<file path="src/rtl/imu_frame_ctrl.sv">
// Link supervisor and 2-entry frame buffer between the CSV frame parser and downstream consumers.
// Optional frame/drop statistics counters are built only when IMU_FRAME_CTRL_STATS_EN is defined.
module imu_frame_ctrl #(
   parameter int TIMEOUT_CYC = 5_000_000,
   parameter int ACQ_FRAMES  = 3
) (
   input  logic         clk,
   input  logic         rst,
   input  logic         en,
   input  logic         frame_done,
   input  logic [120:0] frame_in,
   output logic [120:0] out_frame,
   output logic         out_valid,
   input  logic         out_ready,
   output logic         link_up,
   output logic         link_lost,
   output logic [15:0]  frame_cnt,
   output logic [15:0]  drop_cnt
);

   localparam int IDLE_W = (TIMEOUT_CYC < 1) ? 1 : $clog2(TIMEOUT_CYC + 1);
   localparam int ACQ_W  = $clog2(ACQ_FRAMES + 1);
   localparam logic [IDLE_W-1:0] IDLE_MAX = IDLE_W'(TIMEOUT_CYC);
   localparam logic [ACQ_W-1:0]  ACQ_TGT  = ACQ_W'(ACQ_FRAMES);

   localparam logic [1:0] ST_NO_LINK = 2'd0;
   localparam logic [1:0] ST_ACQUIRE = 2'd1;
   localparam logic [1:0] ST_LOCKED  = 2'd2;

   logic [1:0]        state_q, state_d;
   logic [ACQ_W-1:0]  acq_q, acq_d, acq_inc;
   logic [IDLE_W-1:0] idle_q, idle_d;
   logic              link_lost_q, link_lost_d;
   logic              timeout;
   logic              fwd;

   logic [120:0] head_q, head_d;
   logic [120:0] tail_q, tail_d;
   logic [1:0]   cnt_q, cnt_d;
   logic         full;
   logic         pop;
   logic         push;

   assign acq_inc = acq_q + 1'b1;
   assign timeout = (idle_q == IDLE_MAX) && !frame_done;

   // A frame arriving together with the timeout cycle keeps the link alive.
   always_comb begin
      state_d     = state_q;
      acq_d       = acq_q;
      idle_d      = idle_q;
      link_lost_d = 1'b0;
      fwd         = 1'b0;
      if (!en) begin
         state_d     = ST_NO_LINK;
         acq_d       = '0;
         idle_d      = '0;
         link_lost_d = (state_q == ST_LOCKED);
      end else begin
         if (frame_done) begin
            idle_d = '0;
         end else if (idle_q != IDLE_MAX) begin
            idle_d = idle_q + 1'b1;
         end
         case (state_q)
            ST_NO_LINK: begin
               if (frame_done) begin
                  if (ACQ_FRAMES == 1) begin
                     state_d = ST_LOCKED;
                     fwd     = 1'b1;
                  end else begin
                     state_d = ST_ACQUIRE;
                     acq_d   = ACQ_W'(1);
                  end
               end
            end
            ST_ACQUIRE: begin
               if (frame_done) begin
                  if (acq_inc == ACQ_TGT) begin
                     state_d = ST_LOCKED;
                     acq_d   = '0;
                     fwd     = 1'b1;
                  end else begin
                     acq_d = acq_inc;
                  end
               end else if (timeout) begin
                  state_d = ST_NO_LINK;
                  acq_d   = '0;
               end
            end
            ST_LOCKED: begin
               if (frame_done) begin
                  fwd = 1'b1;
               end else if (timeout) begin
                  state_d     = ST_NO_LINK;
                  link_lost_d = 1'b1;
               end
            end
            default: begin
               state_d = ST_NO_LINK;
               acq_d   = '0;
            end
         endcase
      end
   end

   assign out_valid = (cnt_q != 2'd0);
   assign out_frame = head_q;
   assign pop       = out_valid && out_ready;
   assign full      = (cnt_q == 2'd2);
   assign push      = fwd && (!full || pop);

   // Head register always presents the oldest entry; tail holds the second one.
   always_comb begin
      head_d = head_q;
      tail_d = tail_q;
      cnt_d  = cnt_q;
      case ({push, pop})
         2'b10: begin
            if (cnt_q == 2'd0) begin
               head_d = frame_in;
               cnt_d  = 2'd1;
            end else begin
               tail_d = frame_in;
               cnt_d  = 2'd2;
            end
         end
         2'b01: begin
            if (cnt_q == 2'd2) begin
               head_d = tail_q;
            end
            cnt_d = cnt_q - 2'd1;
         end
         2'b11: begin
            if (cnt_q == 2'd2) begin
               head_d = tail_q;
               tail_d = frame_in;
            end else begin
               head_d = frame_in;
            end
         end
         default: begin
            cnt_d = cnt_q;
         end
      endcase
   end

   always_ff @(posedge clk) begin
      if (rst) begin
         state_q     <= ST_NO_LINK;
         acq_q       <= '0;
         idle_q      <= '0;
         link_lost_q <= 1'b0;
         head_q      <= '0;
         tail_q      <= '0;
         cnt_q       <= 2'd0;
      end else begin
         state_q     <= state_d;
         acq_q       <= acq_d;
         idle_q      <= idle_d;
         link_lost_q <= link_lost_d;
         head_q      <= head_d;
         tail_q      <= tail_d;
         cnt_q       <= cnt_d;
      end
   end

   assign link_up   = (state_q == ST_LOCKED);
   assign link_lost = link_lost_q;

`ifdef IMU_FRAME_CTRL_STATS_EN
   logic [15:0] frame_cnt_q, frame_cnt_d;
   logic [15:0] drop_cnt_q, drop_cnt_d;
   logic        drop;

   assign drop = fwd && full && !pop;

   // Both counters saturate rather than wrap.
   always_comb begin
      frame_cnt_d = frame_cnt_q;
      drop_cnt_d  = drop_cnt_q;
      if (push && (frame_cnt_q != 16'hFFFF)) begin
         frame_cnt_d = frame_cnt_q + 16'd1;
      end
      if (drop && (drop_cnt_q != 16'hFFFF)) begin
         drop_cnt_d = drop_cnt_q + 16'd1;
      end
   end

   always_ff @(posedge clk) begin
      if (rst) begin
         frame_cnt_q <= '0;
         drop_cnt_q  <= '0;
      end else begin
         frame_cnt_q <= frame_cnt_d;
         drop_cnt_q  <= drop_cnt_d;
      end
   end

   assign frame_cnt = frame_cnt_q;
   assign drop_cnt  = drop_cnt_q;
`else
   assign frame_cnt = '0;
   assign drop_cnt  = '0;
`endif

endmodule

</file>
<file path="config.mk">
export PLATFORM = sky130hd
export DESIGN_NAME = imu_frame_ctrl
export DESIGN_NICKNAME = d
export VERILOG_FILES = /design/src/rtl/imu_frame_ctrl.sv
export SDC_FILE = /design/constraint.sdc
export NUM_CORES = 1
export LEC_CHECK = 0
export ABC_AREA = 1
export CAP_MARGIN = 0
export CELL_PAD_IN_SITES_DETAIL_PLACEMENT = 0
export CELL_PAD_IN_SITES_GLOBAL_PLACEMENT = 1
export CORE_UTILIZATION = 38
export DETAILED_ROUTE_END_ITERATION = 8
export GPL_TIMING_DRIVEN = 1
export MAX_ROUTING_LAYER = met4
export PLACE_DENSITY_LB_ADDON = 0.1
export SYNTH_ARGS = -nofsm -noshare
export SYNTH_HDL_FRONTEND = slang
export SYNTH_SLANG_ARGS = --single-unit
</file>
<file path="constraint.sdc">
create_clock -name clk -period 6.5 [get_ports clk]
set_clock_uncertainty 0.2 [all_clocks]
set_input_delay 0.65 -clock clk [delete_from_list [all_inputs] [get_ports clk]]
set_output_delay 0.65 -clock clk [all_outputs]
set_load 0.1 [all_outputs]
</file>
==> reports/results.ini, run 1 <==
[timing]
rsz0062_at_grt=false
max_slew.worst_pin.slew_ps=1100
drv_slew=0
slew_headroom=0.265
final_hold_viol_count=0
hold_ws_ps=270
setup_viol=0
fin_crit_ps=3400
fmax_mhz=294
setup_tns_ps=0
finalCritPeriodShare=0.524

[die]
rows=65
start_util=0.390
io_pins=282
die_x_um=183
die_h_um=183
die_area_um2=33400
design.core.area_um2=31900

[cts]
cts_resized=0
htreeDepth=2
cts_buffers=34
holdBufCountCts=0
cts_root_buf=clkbuf_16
cts_tree=built
cts.path.max_buffers=3
clock-sinks=272
clkLatencyLatePin_ps=500
postCtsSetupRepairBufs=0
clkSlewWorstSetupHoldPaths_ps=60

[power]
power_density_nw_per_um2=249
irDropWorstVdd_v=0.000128
p_leak_nw=5.97

[setup_path]
crit_fanout=110
crit_arrival_ps=3640
slowest_stage=buf_4
critical_path_class=reg -> reg
crit_path_max_incr_delay_ps=710
path_cells=ha_1, nand2_2, o21ai_1, nand3_2, nor2_4, nand2_1, nand2_8, buf_4, o21ai_0, nor2_1
required_ps=6730
startpoint_type=flip-flop
crit_path_end_kind=flip-flop

[drt]
finalWirelength_um=35200
wl_per_cell_um=14.1
drt-met1-wl_um=16700
wl_met2_um=16100
ant_nets=0
via_per_inst=4.69
top_layer_used=met4
route.met3.wl_um=1850
drc=0
vias=11672
first_iter_violations=680
firstDrtPassIters=5

[logic_synthesis]
netlist_area_um2=12400
synth.avg_cell_area_um2=6.69
syn_inst=1858
synth_cell_types=31
ys_warn_count=0
ys_ff_latch=272
synth_seq_area_share=0.438

[grt]
track_usage=0.216
first_global_vias=10893
grt_pass1_wl_um=57100
overflow=0
antenna_found_initial=1
grt_start_max_net_pins=243

[finish]
layout_commonest_cell=nand2_1
final_util=0.501
layout.nets=2164
layout_common_cells=nand2_1 (402), nor2_1 (390), dfxtp_1 (272)
fin_cells=2490
layout-area-overhead-vs-synth_pct=28.5
finalInstanceArea_um2=16000
drive_gt1_frac=0.0365

[placed_design]
post-dp-hpwl_um=20200
port_buffers=249
place_area_um2=14800
gp_routability_congestion=0.799
dp_cells=2429

[worst_hold_path]
hold_class=reg -> reg

[run_status]
status=finished, final reports clean

[flow_run]
cap_violations=0

==> Yosys cell counts, drive strengths merged <==
master / count / area, µm²
clkbuf: 47 / 176
o21ai: 137 / 686
ha: 8 / 100
conb: 1 / 3.75
a31oi: 2 / 12.5
dfxtp: 272 / 5450
a21oi: 144 / 721
nand3: 144 / 731
nand4: 9 / 56.3
nor2: 391 / 1480
inv: 171 / 642
nand2: 405 / 1530
xor2: 1 / 8.76
nor3: 11 / 60.1
nor3b: 1 / 7.51
o31ai: 1 / 7.51
clkinv: 1 / 3.75
or2: 2 / 12.5
o21a: 3 / 22.5
a211oi: 3 / 22.5
buf: 104 / 713
==> per-layer routing <==
metal / vias to the layer above / track usage
met4: 0 / 0.0467
met1: 5258 / 0.283
met5: - / -
li1: 6102 / -
met2: 268 / 0.348
met3: 44 / 0.0373
==> kinds of logic after synthesis <==
logic type      Yosys count  synth area share
compound gates          290             0.118
xor+xnor                  1          0.000704
fa+ha+maj                 8           0.00805
buf+inv                 323             0.123
flops                   272             0.438
other cells               1          0.000302
simple gates            963             0.311
==> final cells by class <==
class,count,area [µm²]
well taps,435,544
inverters,172,652
multi-input cells,1294,5620
fillers,3225,15900
flip-flops and latches,272,5450
repair buffers,256,2550
diodes,1,2.50
clock buffers,53,1080
clock inverters,7,91.3
==> sequential cells by signal, summed over array words and instances, names as in the netlist <==
| name | flops |
|---|---|
| acq_q | 2 |
| cnt_q | 2 |
| idle_q | 23 |
| link_lost | 1 |
| out_frame | 121 |
| state_q | 2 |
| tail_q | 121 |
==> critical path: cells and delay by family (launching register included) <==
family	cells	cell delay (ps)
and+or+nand+nor	6	1290
buffers and inverters	1	710
DFF	1	420
AOI/OAI and AO/OA	2	360
adders and majority gates	1	290
==> per-stage QoR <==
step           power (mW)  setup WS, ps
2_1_floorplan        1.96          3700
3_3_place_gp         2.08          2630
3_5_place_dp         2.08          2510
4_1_cts              4.04          3000
5_1_grt              4.13          2720
6_report             3.98          3100
==> final timing paths <==
kind / endpoint / slack, ps / start / depth (start not counted)
worst max-delay path: out_frame[95] / 3100 / state_q[0] / 10
worst min-delay path: idle_q[19] / 270 / idle_q[19] / 2
worst max register to register: out_frame[95] / 3100 / state_q[0] / 10
worst min register to register: idle_q[19] / 270 / idle_q[19] / 2
==> report_power, final <==
group | switching, mW | leakage (nW) | internal, mW | total [mW]
Combinational | 0.252 | 3.21 | 0.111 | 0.363
Sequential | 0.00404 | 2.19 | 1.67 | 1.68
Clock | 0.724 | 0.573 | 1.22 | 1.94
Note: power is estimated with default switching activity, not from simulation.
==> run 2, diff against run 1 <==
--- a/config.mk
+++ b/config.mk
@@ -9,7 +9,7 @@
 export CAP_MARGIN = 0
 export CELL_PAD_IN_SITES_DETAIL_PLACEMENT = 0
 export CELL_PAD_IN_SITES_GLOBAL_PLACEMENT = 1
-export CORE_UTILIZATION = 38
+export CORE_UTILIZATION = 35
 export DETAILED_ROUTE_END_ITERATION = 8
 export GPL_TIMING_DRIVEN = 1
 export MAX_ROUTING_LAYER = met4
==> constraint.sdc (replaced) <==
create_clock -name clk -period 3.4 [get_ports clk]
set_clock_uncertainty 0.2 [all_clocks]
set_input_delay 0.34 -clock clk [delete_from_list [all_inputs] [get_ports clk]]
set_output_delay 0.34 -clock clk [all_outputs]
set_load 0.1 [all_outputs]
==> reports/results.ini, run 2 (synthesized netlist as in run 1, its figures left out) <==
[run_status]
status=finished, final reports clean

[timing]
setup_tns_ps=0
drv_slew=0
rsz0062_at_grt=false
setup_viol=0
final_hold_viol_count=0
finalCritPeriodShare=0.779
fmax_mhz=378
max_slew.worst_pin.slew_ps=1040
slew_headroom=0.303
fin_crit_ps=2650

[grt]
overflow=0
grt_start_max_net_pins=123
first_global_vias=10856
grt_pass1_wl_um=57700
track_usage=0.203
antenna_found_initial=5

[power]
irDropWorstVdd_v=0.000258
power_density_nw_per_um2=461
power.switching_mw=1.84
internal-power_mw=5.61
power_frac_clock=0.475
p_comb_frac=0.095
seqPwrFrac=0.430
p_leak_nw=6.08
swShare=0.247

[drt]
wl_per_cell_um=14.3
drc=0
firstDrtPassIters=5
ant_nets=0
via_per_inst=4.64
first_iter_violations=697
vias=11725
finalWirelength_um=36100

[flow_run]
cap_violations=0

[cts]
cts_buffers=34
htreeDepth=2
clkSlewWorstSetupHoldPaths_ps=60
cts.path.max_buffers=3
clkLatencyLatePin_ps=500
cts_root_buf=clkbuf_16
cts_tree=built
clock-sinks=272

[setup_path]
crit_path_end_kind=flip-flop
crit_path_max_incr_delay_ps=430
rr_worst_depth=11
slowest_stage=dfxtp_1
required_ps=3590
path_cells=ha_1, nand2_2, o21ai_1, nand3_2, nor2_4, nand2_1, nand2_8, buf_12, nand2_1, nor2_1, nor2_1
startpoint_type=flip-flop
crit_fanout=45
crit_arrival_ps=2840
critical_path_class=reg -> reg

[finish]
finalInstanceArea_um2=16200
layout.nets=2177
layout_common_cells=nand2_1 (402), nor2_1 (390), dfxtp_1 (272)
layout-area-overhead-vs-synth_pct=29.9
drive_gt1_frac=0.0470
layout_commonest_cell=nand2_1

[worst_hold_path]
min_path_cells=3
hold_class=in -> reg

[die]
design.core.area_um2=34700
die_area_um2=36300
die_x_um=190
io_pins=282
die_h_um=190
rows=68
start_util=0.358

[placed_design]
place_area_um2=15000
gp_routability_congestion=0.787
port_buffers=249
post-dp-hpwl_um=21400

run 2: worst paths after layout:
| check | slack [ps] | end | startpoint |
|---|---|---|---|
| setup / recovery | 750 | out_frame[5] | state_q[0] |
| hold / removal | 230 | tail_q[73] | frame_in[73] |
| setup reg to reg | 750 | out_frame[5] | state_q[0] |
| hold reg to reg | 280 | idle_q[19] | idle_q[19] |
run 2: power groups by stage:
stage	logic, mW	clock network, mW	registers [mW]
2_1_floorplan	0.428	0	3.32
3_3_place_gp	0.709	0	3.28
3_5_place_dp	0.704	0	3.28
4_1_cts	0.709	3.66	3.21
5_1_grt	0.766	3.79	3.21
6_report	0.705	3.54	3.21
run 2: per-layer routing:
metal  routed length [µm]  vias up  GRT usage
met1                17200     5289      0.264
met4                  480        0     0.0446
met2                15900      262      0.318
li1                     -     6141          -
met5                    0        -          -
met3                 2440       33     0.0484
run 2: what timing repair did:
action | in CTS | in global routing
resized for setup | 0 | 0
buffers inserted | 0 | 0
hold endpoints to repair | 10 | 0
hold buffers | 1 | 0
run 2: worst max-delay path, delay by kind of cell, from the launching register on:
family                   cells  cell delay (ps)
AND/OR/NAND/NOR              8             1170
adder cells (fa/ha/maj)      1              290
buffers and inverters        1              270
flip-flops                   1              430
AO/OA/AOI/OAI                1              170
run 2: layout make-up:
| cell class | count | area, µm² |
|---|---|---|
| diodes | 5 | 12.5 |
| clock buffers | 55 | 1050 |
| clock inverters | 4 | 47.5 |
| fillers | 3576 | 18600 |
| inverters | 172 | 652 |
| multi-input cells | 1294 | 5610 |
| flip-flops and latches | 272 | 5450 |
| well taps | 455 | 569 |
| repair buffers | 269 | 2770 |
run 2: stage by stage:
stage / total power [mW] / utilization / instances / hold slack [ps] / setup WS, ps
6_report: 7.45 / 0.465 / 2526 / 228 / 753
5_1_grt: 7.76 / 0.465 / 2526 / 230 / 503
4_1_cts: 7.57 / 0.465 / 2521 / 207 / 743
3_5_place_dp: 3.98 / 0.433 / 2461 / 266 / 504
3_3_place_gp: 3.99 / 0.433 / 2461 / 259 / 578
2_1_floorplan: 3.75 / - / 1889 / 244 / 600
